## src/rtl/tcp_payload_packer.sv

```systemverilog
// Packs in_bits TCP payload beats into data_bits buffer words with segment bookkeeping.
// Optional build macro TCP_PACKER_BSWAP_EN byte-reverses each beat before lane placement.
module tcp_payload_packer #(
  parameter int data_bits    = 512,
  parameter int in_bits      = 64,
  parameter int address_bits = 10,
  parameter int mem_depth    = 1024
) (
  input  logic                    clk,
  input  logic                    reset,
  input  logic                    s_valid,
  output logic                    s_ready,
  input  logic [in_bits-1:0]      s_data,
  input  logic [in_bits/8-1:0]    s_keep,
  input  logic                    s_last,
  input  logic                    rd_release,
  output logic                    fifo_wr_en,
  output logic [data_bits-1:0]    fifo_rxdata,
  output logic [address_bits-1:0] address_input,
  output logic                    seg_done,
  output logic [15:0]             seg_len,
  output logic [address_bits-1:0] seg_start_addr
);

  localparam int LANES  = data_bits / in_bits;
  localparam int LANE_W = (LANES > 1) ? $clog2(LANES) : 1;
  localparam int BYTES  = in_bits / 8;
  localparam int OCC_W  = $clog2(mem_depth + 1);

  typedef enum logic {IDLE, PACK} state_t;

  state_t                  state_q, state_d;
  logic [LANE_W-1:0]       lane_q, lane_d;
  logic [data_bits-1:0]    word_q, word_d;
  logic [address_bits-1:0] wr_ptr_q, wr_ptr_d;
  logic [OCC_W-1:0]        occ_q, occ_d;
  logic                    fifo_wr_en_q, fifo_wr_en_d;
  logic [data_bits-1:0]    fifo_rxdata_q, fifo_rxdata_d;
  logic [address_bits-1:0] address_input_q, address_input_d;
  logic                    seg_done_q, seg_done_d;
  logic [15:0]             seg_len_q, seg_len_d;
  logic [address_bits-1:0] seg_start_addr_q, seg_start_addr_d;
  logic [15:0]             len_acc_q, len_acc_d;
  logic [address_bits-1:0] start_acc_q, start_acc_d;

  function automatic logic [in_bits-1:0] mask_beat(input logic [in_bits-1:0] d,
                                                   input logic [BYTES-1:0]   keep);
    logic [in_bits-1:0] r;
    r = d;
    for (int b = 0; b < BYTES; b++) begin
      if (!keep[b]) r[b*8 +: 8] = 8'h00;
    end
    return r;
  endfunction

  function automatic logic [15:0] popcount(input logic [BYTES-1:0] keep);
    logic [15:0] cnt;
    cnt = '0;
    for (int b = 0; b < BYTES; b++) begin
      cnt = cnt + 16'(keep[b]);
    end
    return cnt;
  endfunction

  function automatic logic [15:0] sat_add16(input logic [15:0] a, input logic [15:0] b);
    logic [16:0] s;
    s = {1'b0, a} + {1'b0, b};
    return s[16] ? 16'hFFFF : s[15:0];
  endfunction

`ifdef TCP_PACKER_BSWAP_EN
  function automatic logic [in_bits-1:0] order_beat(input logic [in_bits-1:0] d);
    logic [in_bits-1:0] r;
    for (int b = 0; b < BYTES; b++) begin
      r[b*8 +: 8] = d[(BYTES-1-b)*8 +: 8];
    end
    return r;
  endfunction
`else
  function automatic logic [in_bits-1:0] order_beat(input logic [in_bits-1:0] d);
    return d;
  endfunction
`endif

  logic                    accept;
  logic                    complete;
  logic                    release_eff;
  logic                    first_beat;
  logic [in_bits-1:0]      beat_placed;
  logic [data_bits-1:0]    word_fill;
  logic [15:0]             len_base;
  logic [address_bits-1:0] start_cur;

  assign s_ready = !reset && (occ_q < OCC_W'(mem_depth));

  always_comb begin
    state_d          = state_q;
    lane_d           = lane_q;
    word_d           = word_q;
    wr_ptr_d         = wr_ptr_q;
    occ_d            = occ_q;
    fifo_wr_en_d     = 1'b0;
    fifo_rxdata_d    = fifo_rxdata_q;
    address_input_d  = address_input_q;
    seg_done_d       = 1'b0;
    seg_len_d        = seg_len_q;
    seg_start_addr_d = seg_start_addr_q;
    len_acc_d        = len_acc_q;
    start_acc_d      = start_acc_q;

    accept      = s_valid && s_ready;
    complete    = accept && (s_last || (lane_q == LANE_W'(LANES - 1)));
    release_eff = rd_release && (occ_q != '0);
    first_beat  = (state_q == IDLE);

    // Keep masking uses the wire byte order, so mask before any reordering.
    beat_placed = order_beat(s_last ? mask_beat(s_data, s_keep) : s_data);

    // Lane 0 starts a fresh word; stale upper lanes are never carried over.
    word_fill = (lane_q == '0) ? '0 : word_q;
    for (int l = 0; l < LANES; l++) begin
      if (lane_q == LANE_W'(l)) word_fill[l*in_bits +: in_bits] = beat_placed;
    end

    len_base  = first_beat ? 16'h0000 : len_acc_q;
    start_cur = first_beat ? wr_ptr_q : start_acc_q;

    if (accept) begin
      word_d      = word_fill;
      lane_d      = complete ? '0 : lane_q + LANE_W'(1);
      start_acc_d = start_cur;
      if (s_last) begin
        state_d          = IDLE;
        seg_done_d       = 1'b1;
        seg_len_d        = sat_add16(len_base, popcount(s_keep));
        seg_start_addr_d = start_cur;
        len_acc_d        = '0;
      end else begin
        state_d   = PACK;
        len_acc_d = sat_add16(len_base, 16'(BYTES));
      end
      if (complete) begin
        fifo_wr_en_d    = 1'b1;
        fifo_rxdata_d   = word_fill;
        address_input_d = wr_ptr_q;
        wr_ptr_d        = (wr_ptr_q == address_bits'(mem_depth - 1)) ? '0
                                                                     : wr_ptr_q + address_bits'(1);
      end
    end

    if (complete && !release_eff) begin
      occ_d = occ_q + OCC_W'(1);
    end else if (release_eff && !complete) begin
      occ_d = occ_q - OCC_W'(1);
    end
  end

  always_ff @(posedge clk) begin
    if (reset) begin
      state_q          <= IDLE;
      lane_q           <= '0;
      wr_ptr_q         <= '0;
      occ_q            <= '0;
      fifo_wr_en_q     <= 1'b0;
      fifo_rxdata_q    <= '0;
      address_input_q  <= '0;
      seg_done_q       <= 1'b0;
      seg_len_q        <= '0;
      seg_start_addr_q <= '0;
      len_acc_q        <= '0;
      start_acc_q      <= '0;
    end else begin
      state_q          <= state_d;
      lane_q           <= lane_d;
      wr_ptr_q         <= wr_ptr_d;
      occ_q            <= occ_d;
      fifo_wr_en_q     <= fifo_wr_en_d;
      fifo_rxdata_q    <= fifo_rxdata_d;
      address_input_q  <= address_input_d;
      seg_done_q       <= seg_done_d;
      seg_len_q        <= seg_len_d;
      seg_start_addr_q <= seg_start_addr_d;
      len_acc_q        <= len_acc_d;
      start_acc_q      <= start_acc_d;
    end
  end

  // The partial-word accumulator needs no reset: lane 0 always overwrites it.
  always_ff @(posedge clk) begin
    word_q <= word_d;
  end

  assign fifo_wr_en     = fifo_wr_en_q;
  assign fifo_rxdata    = fifo_rxdata_q;
  assign address_input  = address_input_q;
  assign seg_done       = seg_done_q;
  assign seg_len        = seg_len_q;
  assign seg_start_addr = seg_start_addr_q;

endmodule

```

## config.mk

```make
export PLATFORM = sky130hd
export DESIGN_NAME = tcp_payload_packer
export DESIGN_NICKNAME = d
export VERILOG_FILES = /design/src/rtl/tcp_payload_packer.sv
export SDC_FILE = /design/constraint.sdc
export NUM_CORES = 2
export LEC_CHECK = 0
export CORE_MARGIN = 2
export CORE_UTILIZATION = 57
export DETAILED_ROUTE_END_ITERATION = 7
export GPL_TIMING_DRIVEN = 0
export PLACE_DENSITY = 0.81
export SETUP_SLACK_MARGIN = 0.2
export SLEW_MARGIN = 20
export SYNTH_ARGS = -nofsm -noshare
export SYNTH_HDL_FRONTEND = slang
export SYNTH_SLANG_ARGS = --single-unit
```

## constraint.sdc

```tcl
create_clock -name clk -period 19.2 [get_ports clk]
set_clock_uncertainty 0.2 [all_clocks]
set_input_delay 3.84 -clock clk [delete_from_list [all_inputs] [get_ports clk]]
set_output_delay 3.84 -clock clk [all_outputs]
set_load 0.02 [all_outputs]
```

# Word-level counts from Yosys, hierarchy flattened
# Cells that the tools add are included.
classes:
  n_reduce_logical: 16
  addsub: 13
  n_eq_ne: 8
  bitwise_logic: 1
  n_lt_le_gt_ge: 1
  muxes: 30
ops:
  columns: ["cell", "n"]
  rows:
  - ["64-bit two-way mux", 9]
  - ["512-bit two-way mux", 1]
  - ["16-bit two-way mux", 4]
  - ["8-bit two-way mux", 8]
  - ["11-bit two-way mux", 2]
  - ["10-bit two-way mux", 2]
  - ["16-bit by 4-bit adder with 17-bit output, second input constant", 1]
  - ["16-bit by 8-bit adder with 17-bit output", 1]
  - ["3-bit equality test, second input constant", 4]
  - ["11-bit by 1-bit adder with 11-bit output, second input constant", 1]
  - ["11-bit less-than comparator, second input constant", 1]
  - ["11-bit nonzero test", 1]
  - ["11-bit by 1-bit subtractor with 11-bit output, second input constant", 1]
  - ["10-bit by 1-bit adder with 10-bit output, second input constant", 1]
  - ["10-bit equality test, second input constant", 1]
  - ["7-bit by 1-bit adder with 8-bit output", 1]
  - ["6-bit by 1-bit adder with 7-bit output", 1]
  - ["5-bit by 1-bit adder with 6-bit output", 1]
  - ["3-bit by 2-bit equality test with 1-bit output, second input constant", 2]
  - ["1-bit logical AND", 6]
  - ["4-bit by 1-bit adder with 5-bit output", 1]
  - ["3-bit by 1-bit adder with 4-bit output", 1]
  - ["2-bit AND reduction", 2]
  - ["2-bit by 1-bit adder with 3-bit output", 1]
  - ["11 further kinds", 15]
word_totals:
  output_inout_bits: 551
  register_bits: 1113
  word_cells: 82
  in_bits: 77

# Longest topological paths before layout
depth:
  ltp_word: 9
  mapped_depth: 15
  mapped_depth_nobuf: 13

# Worst setup path after synthesis
# No wires, ideal clock.
synth_timing:
  kind: "input to register"
  start: "input port s_valid"
  end: "register occ_q[8]"
  arrival_time_ns: 9.552
  path_slack_ns: 9.374
  cell_stages: 15
  path_buffers: 3
  cell_sequence: "or3b_1 buf_4 clkinv_4 nand2_4 inv_6 buf_4 buf_2 ha_1 inv_1 ha_1 a211oi_1 o21ai_0 a21boi_0 mux2_2 o21ai_0"
synth_between:
  elab_chain_len: 5
  word_cells_on_any_way: 7
  cone_classes: "1 x mux; 6 x reduce/logical"
synth_lines:
  columns: ["element", "line", "rtl"]
  rows:
  - ["start, declared", "11", "input logic s_valid,"]
  - ["1-bit logical AND (*)", "111", "accept = s_valid && s_ready;"]
  - ["named net accept", "85", "logic accept;"]
  - ["1-bit logical AND (*)", "112", "complete = accept && (s_last || (lane_q == LANE_W'(LANES - 1)));"]
  - ["named net complete", "86", "logic complete;"]
  - ["1-bit logical NOT", "153", "end else if (release_eff && !complete) begin"]
  - ["1-bit logical AND", "153", null]
  - ["2-bit nonzero test (no source line)", null, null]
  - ["end signal, assigned", "163", "occ_q <= '0;"]
  - ["end signal, assigned", "176", "occ_q <= occ_d;"]
  - ["end, declared", "36", "logic [OCC_W-1:0] occ_q, occ_d;"]
# Mark *: on every way through the listed nets, which the timed path passes. The rest lies on a longest branch.
# A chain may end at the register's enable or synchronous reset.

# Worst setup path in the final report
layout_timing:
  start: "input port reset"
  end: "output port s_ready"
layout_between:
  elab_chain_len: 2
layout_lines:
  columns: ["element", "line", "rtl"]
  rows:
  - ["start, declared", "10", "input logic reset,"]
  - ["1-bit logical NOT", "94", "assign s_ready = !reset && (occ_q < OCC_W'(mem_depth));"]
  - ["1-bit logical AND", "94", null]
  - ["end, declared", "12", "output logic s_ready,"]
# Every way passes these cells.

==> results.json <==
{
  "switchingPower_w": 0.00159,
  "cts.path.max_buffers": 3,
  "postRouteAntennaNets": 0,
  "die_h_um": 291,
  "ys_warn_count": 0,
  "preCtsSetupSlack_ps": 8510,
  "fin_setup_tns_ps": 0,
  "post_cts_resized": 0,
  "postCtsSetupBuffers": 0,
  "hold_start": "fifo_rxdata[387]",
  "cts_tree": "done",
  "worstMarginPinSlew_ps": 1190,
  "hold_ws_ps": 252,
  "final_nets": 5758,
  "cp-end-kind": "output pin",
  "synth_most_common_cell": "nand2_1",
  "hold_end": "fifo_rxdata[387]",
  "hold_viol": 0,
  "drt_first_iter_violations": 5098,
  "pwr-share-clk_pct": 38.5,
  "postSynthAreaPerCell_sq_um": 9.55,
  "pwr-share-seq_pct": 47.0,
  "first_global_vias": 39279,
  "power_density_nw_per_um2": 100,
  "async_flop_share_pct": 0,
  "worstPathArrival_ps": 6750,
  "r2r-end": "occ_q[8]",
  "cts_sinks": 1113,
  "grt_max_degree": 181,
  "required_ps": 15160,
  "synthCells": 4909,
  "grt_pass1_wl_mm": 236,
  "grt_usage_pct": 36.6,
  "placed_cell_area_sq_um": 54600,
  "wl_per_cell_um": 23.4,
  "clk_pin_slew_worst_paths_ps": 60,
  "hpwl_mm": 118,
  "root_buffer": "clkbuf_16",
  "port_buffers": 627,
  "wl_mm": 160,
  "final_period_minus_worst_setup_slack_ps": 10790,
  "nFillCells": 5988,
  "design_area_sq_um": 58400,
  "vias_per_cell": 6.01,
  "ios": 628,
  "post-route-period-util_pct": 56.2,
  "rows": 105,
  "rsz0062_at_grt": "false",
  "cp-start-kind": "primary input",
  "synth_area_leaders": "edfxtp_1 33%, dfxtp_1 26%, nand2_1 12%, a21oi_1 4.6%, a311oi_2 4.1%",
  "cap_violations": 0,
  "start_util_pct": 57.4,
  "crit_type": "in2out",
  "synth-seq-cells": 1113,
  "synth_top_area_share_pct": 32.8,
  "setup_ws_ps": 8410,
  "dp.cells": 6608,
  "die_x_um": 291,
  "p_leak_nw": 20.0,
  "hp-class": "reg2reg",
  "setup_viol": 0,
  "dieArea_sq_um": 84500,
  "htreeDepth": 3,
  "finalNonFillerCells": 6833,
  "cts_buffers": 111,
  "final_max_slew_viol_count": 0,
  "hold_depth": 2,
  "synth_area_sq_um": 46900,
  "grt_overflow_total": 0,
  "cts-hold-fix-buffers": 0,
  "clkLatencyLatePin_ps": 690,
  "ys_top_cells_by_count": "1500 x nand2_1, 601 x dfxtp_1, 512 x edfxtp_1",
  "synth_nets": 5016,
  "first_pass_iters": 6,
  "gp_congestion": 0.928,
  "antenna_found_initial": 16,
  "reg2reg_depth": 16,
  "drive_gt1_share_pct": 7.88,
  "ir_drop_mv": 0.0816,
  "num_vias": 41057,
  "drc_errors": 0,
  "synth_top_area_cell": "edfxtp_1",
  "synth_edf_count": 512,
  "comb_power_share_pct": 14.5,
  "seq_area_frac_synth_pct": 58.5,
  "synthFlopType": "dfxtp_1",
  "sw_frac_of_total_pct": 27.1,
  "reg2reg_from": "occ_q[10]",
  "fp.coreArea_sq_um": 81700,
  "slew_headroom_pct": 20.7,
  "syn_to_final_growth_pct": 24.6,
  "p_int_w": 0.00427,
  "crit_fanout": 10,
  "status": "finished clean",
  "fmax_ghz": 0.0927,
  "r2r_setup_slack_ps": 13510,
  "yosysUniqueCellTypes": 67
}
logic make-up after synthesis:
family          count (synthesis)  share of synthesized area (%)
simple gates                 2228                           20.1
fa+ha+maj                      30                          0.897
mux                            14                          0.302
buf+inv                       463                           4.71
compound gates               1037                           15.1
xor+xnor                       24                          0.448
flops                        1113                           58.5
power by group through the flow:
stage	clock, W	sequential [W]	combinational [W]
floorplan	0	0.00285	0.000446
global placement	0	0.00281	0.000813
detailed placement	0	0.00280	0.000832
CTS	0.00225	0.00275	0.000837
global route	0.00234	0.00276	0.000911
finish	0.00225	0.00275	0.000850
state kept, by name, indices dropped and copies added (netlist names), 3 cells and up:
signal          flops
fifo_rxdata       512
word_q            512
len_acc_q          16
seg_len            16
occ_q              11
address_input      10
seg_start_addr     10
start_acc_q        10
wr_ptr_q           10
lane_q              3
worst max-delay path, stage by stage:
cell	delay, ps
clkdlybuf4s50_1	570
clkbuf_1	440
clkbuf_1	560
clkbuf_1	570
nor2_1	180
clkdlybuf4s50_1	580
worst max path at each step:
| stage | start | endpoint | slack, ps | depth (start not counted) |
|---|---|---|---|---|
| after global placement | reset | occ_q[8] | 6670 | 16 |
| after CTS | reset | s_ready | 8480 | 6 |
| after detailed placement | reset | s_ready | 8510 | 6 |
| final | reset | s_ready | 8410 | 6 |
| after floorplan | s_valid | occ_q[8] | 9370 | 15 |
| after global routing | reset | s_ready | 8350 | 6 |
per-stage QoR:
| step | total power, W | util, % |
|---|---|---|
| after floorplan | 0.00329 | - |
| after global placement | 0.00363 | 66.7 |
| after detailed placement | 0.00363 | 66.8 |
| after CTS | 0.00583 | 71.4 |
| after global routing | 0.00601 | 71.5 |
| final | 0.00585 | 71.5 |
routing by layer:
layer  routed length, um  track usage, %  vias to the layer above
met5                  24               0                        -
met4                7610            17.0                        4
met3               18800            9.12                      395
met2               74100            59.0                     2530
met1               59500            46.6                    19649
li1                    -               -                    18479
layout by cell type (no fill, tap or decap), types with 20 or more instances in the layout:
cell / instances
nand2_1: 1500
clkdlybuf4s50_1: 627
dfxtp_1: 601
edfxtp_1: 512
a21oi_1: 429
nor2_1: 309
clkbuf_1: 229
o21ai_0: 224
nand3_1: 149
o211ai_1: 130
nor3b_1: 129
a311oi_2: 128
clkbuf_16: 113
inv_1: 82
and2_1: 71
o22ai_1: 64
buf_2: 57
buf_1: 44
buf_4: 40
buf_6: 31
a211oi_1: 30
ha_1: 24
nand2b_1: 22
clkinv_2: 20
final cells by class:
| cell class | instances | area [sq um] | share of cell area (%) |
|---|---|---|---|
| Timing Repair Buffer | 629 | 6330 | 10.8 |
| Inverter | 84 | 347 | 0.594 |
| Sequential cell | 1113 | 27400 | 46.9 |
| Antenna cell | 14 | 35.0 | 0.0600 |
| Clock inverter | 54 | 607 | 1.04 |
| Buffer | 379 | 1880 | 3.22 |
| Clock buffer | 157 | 3180 | 5.45 |
| Tap cell | 1070 | 1340 | 2.29 |
| Multi-Input combinational cell | 3333 | 17300 | 29.6 |
Power figures use the tool's default switching activity.
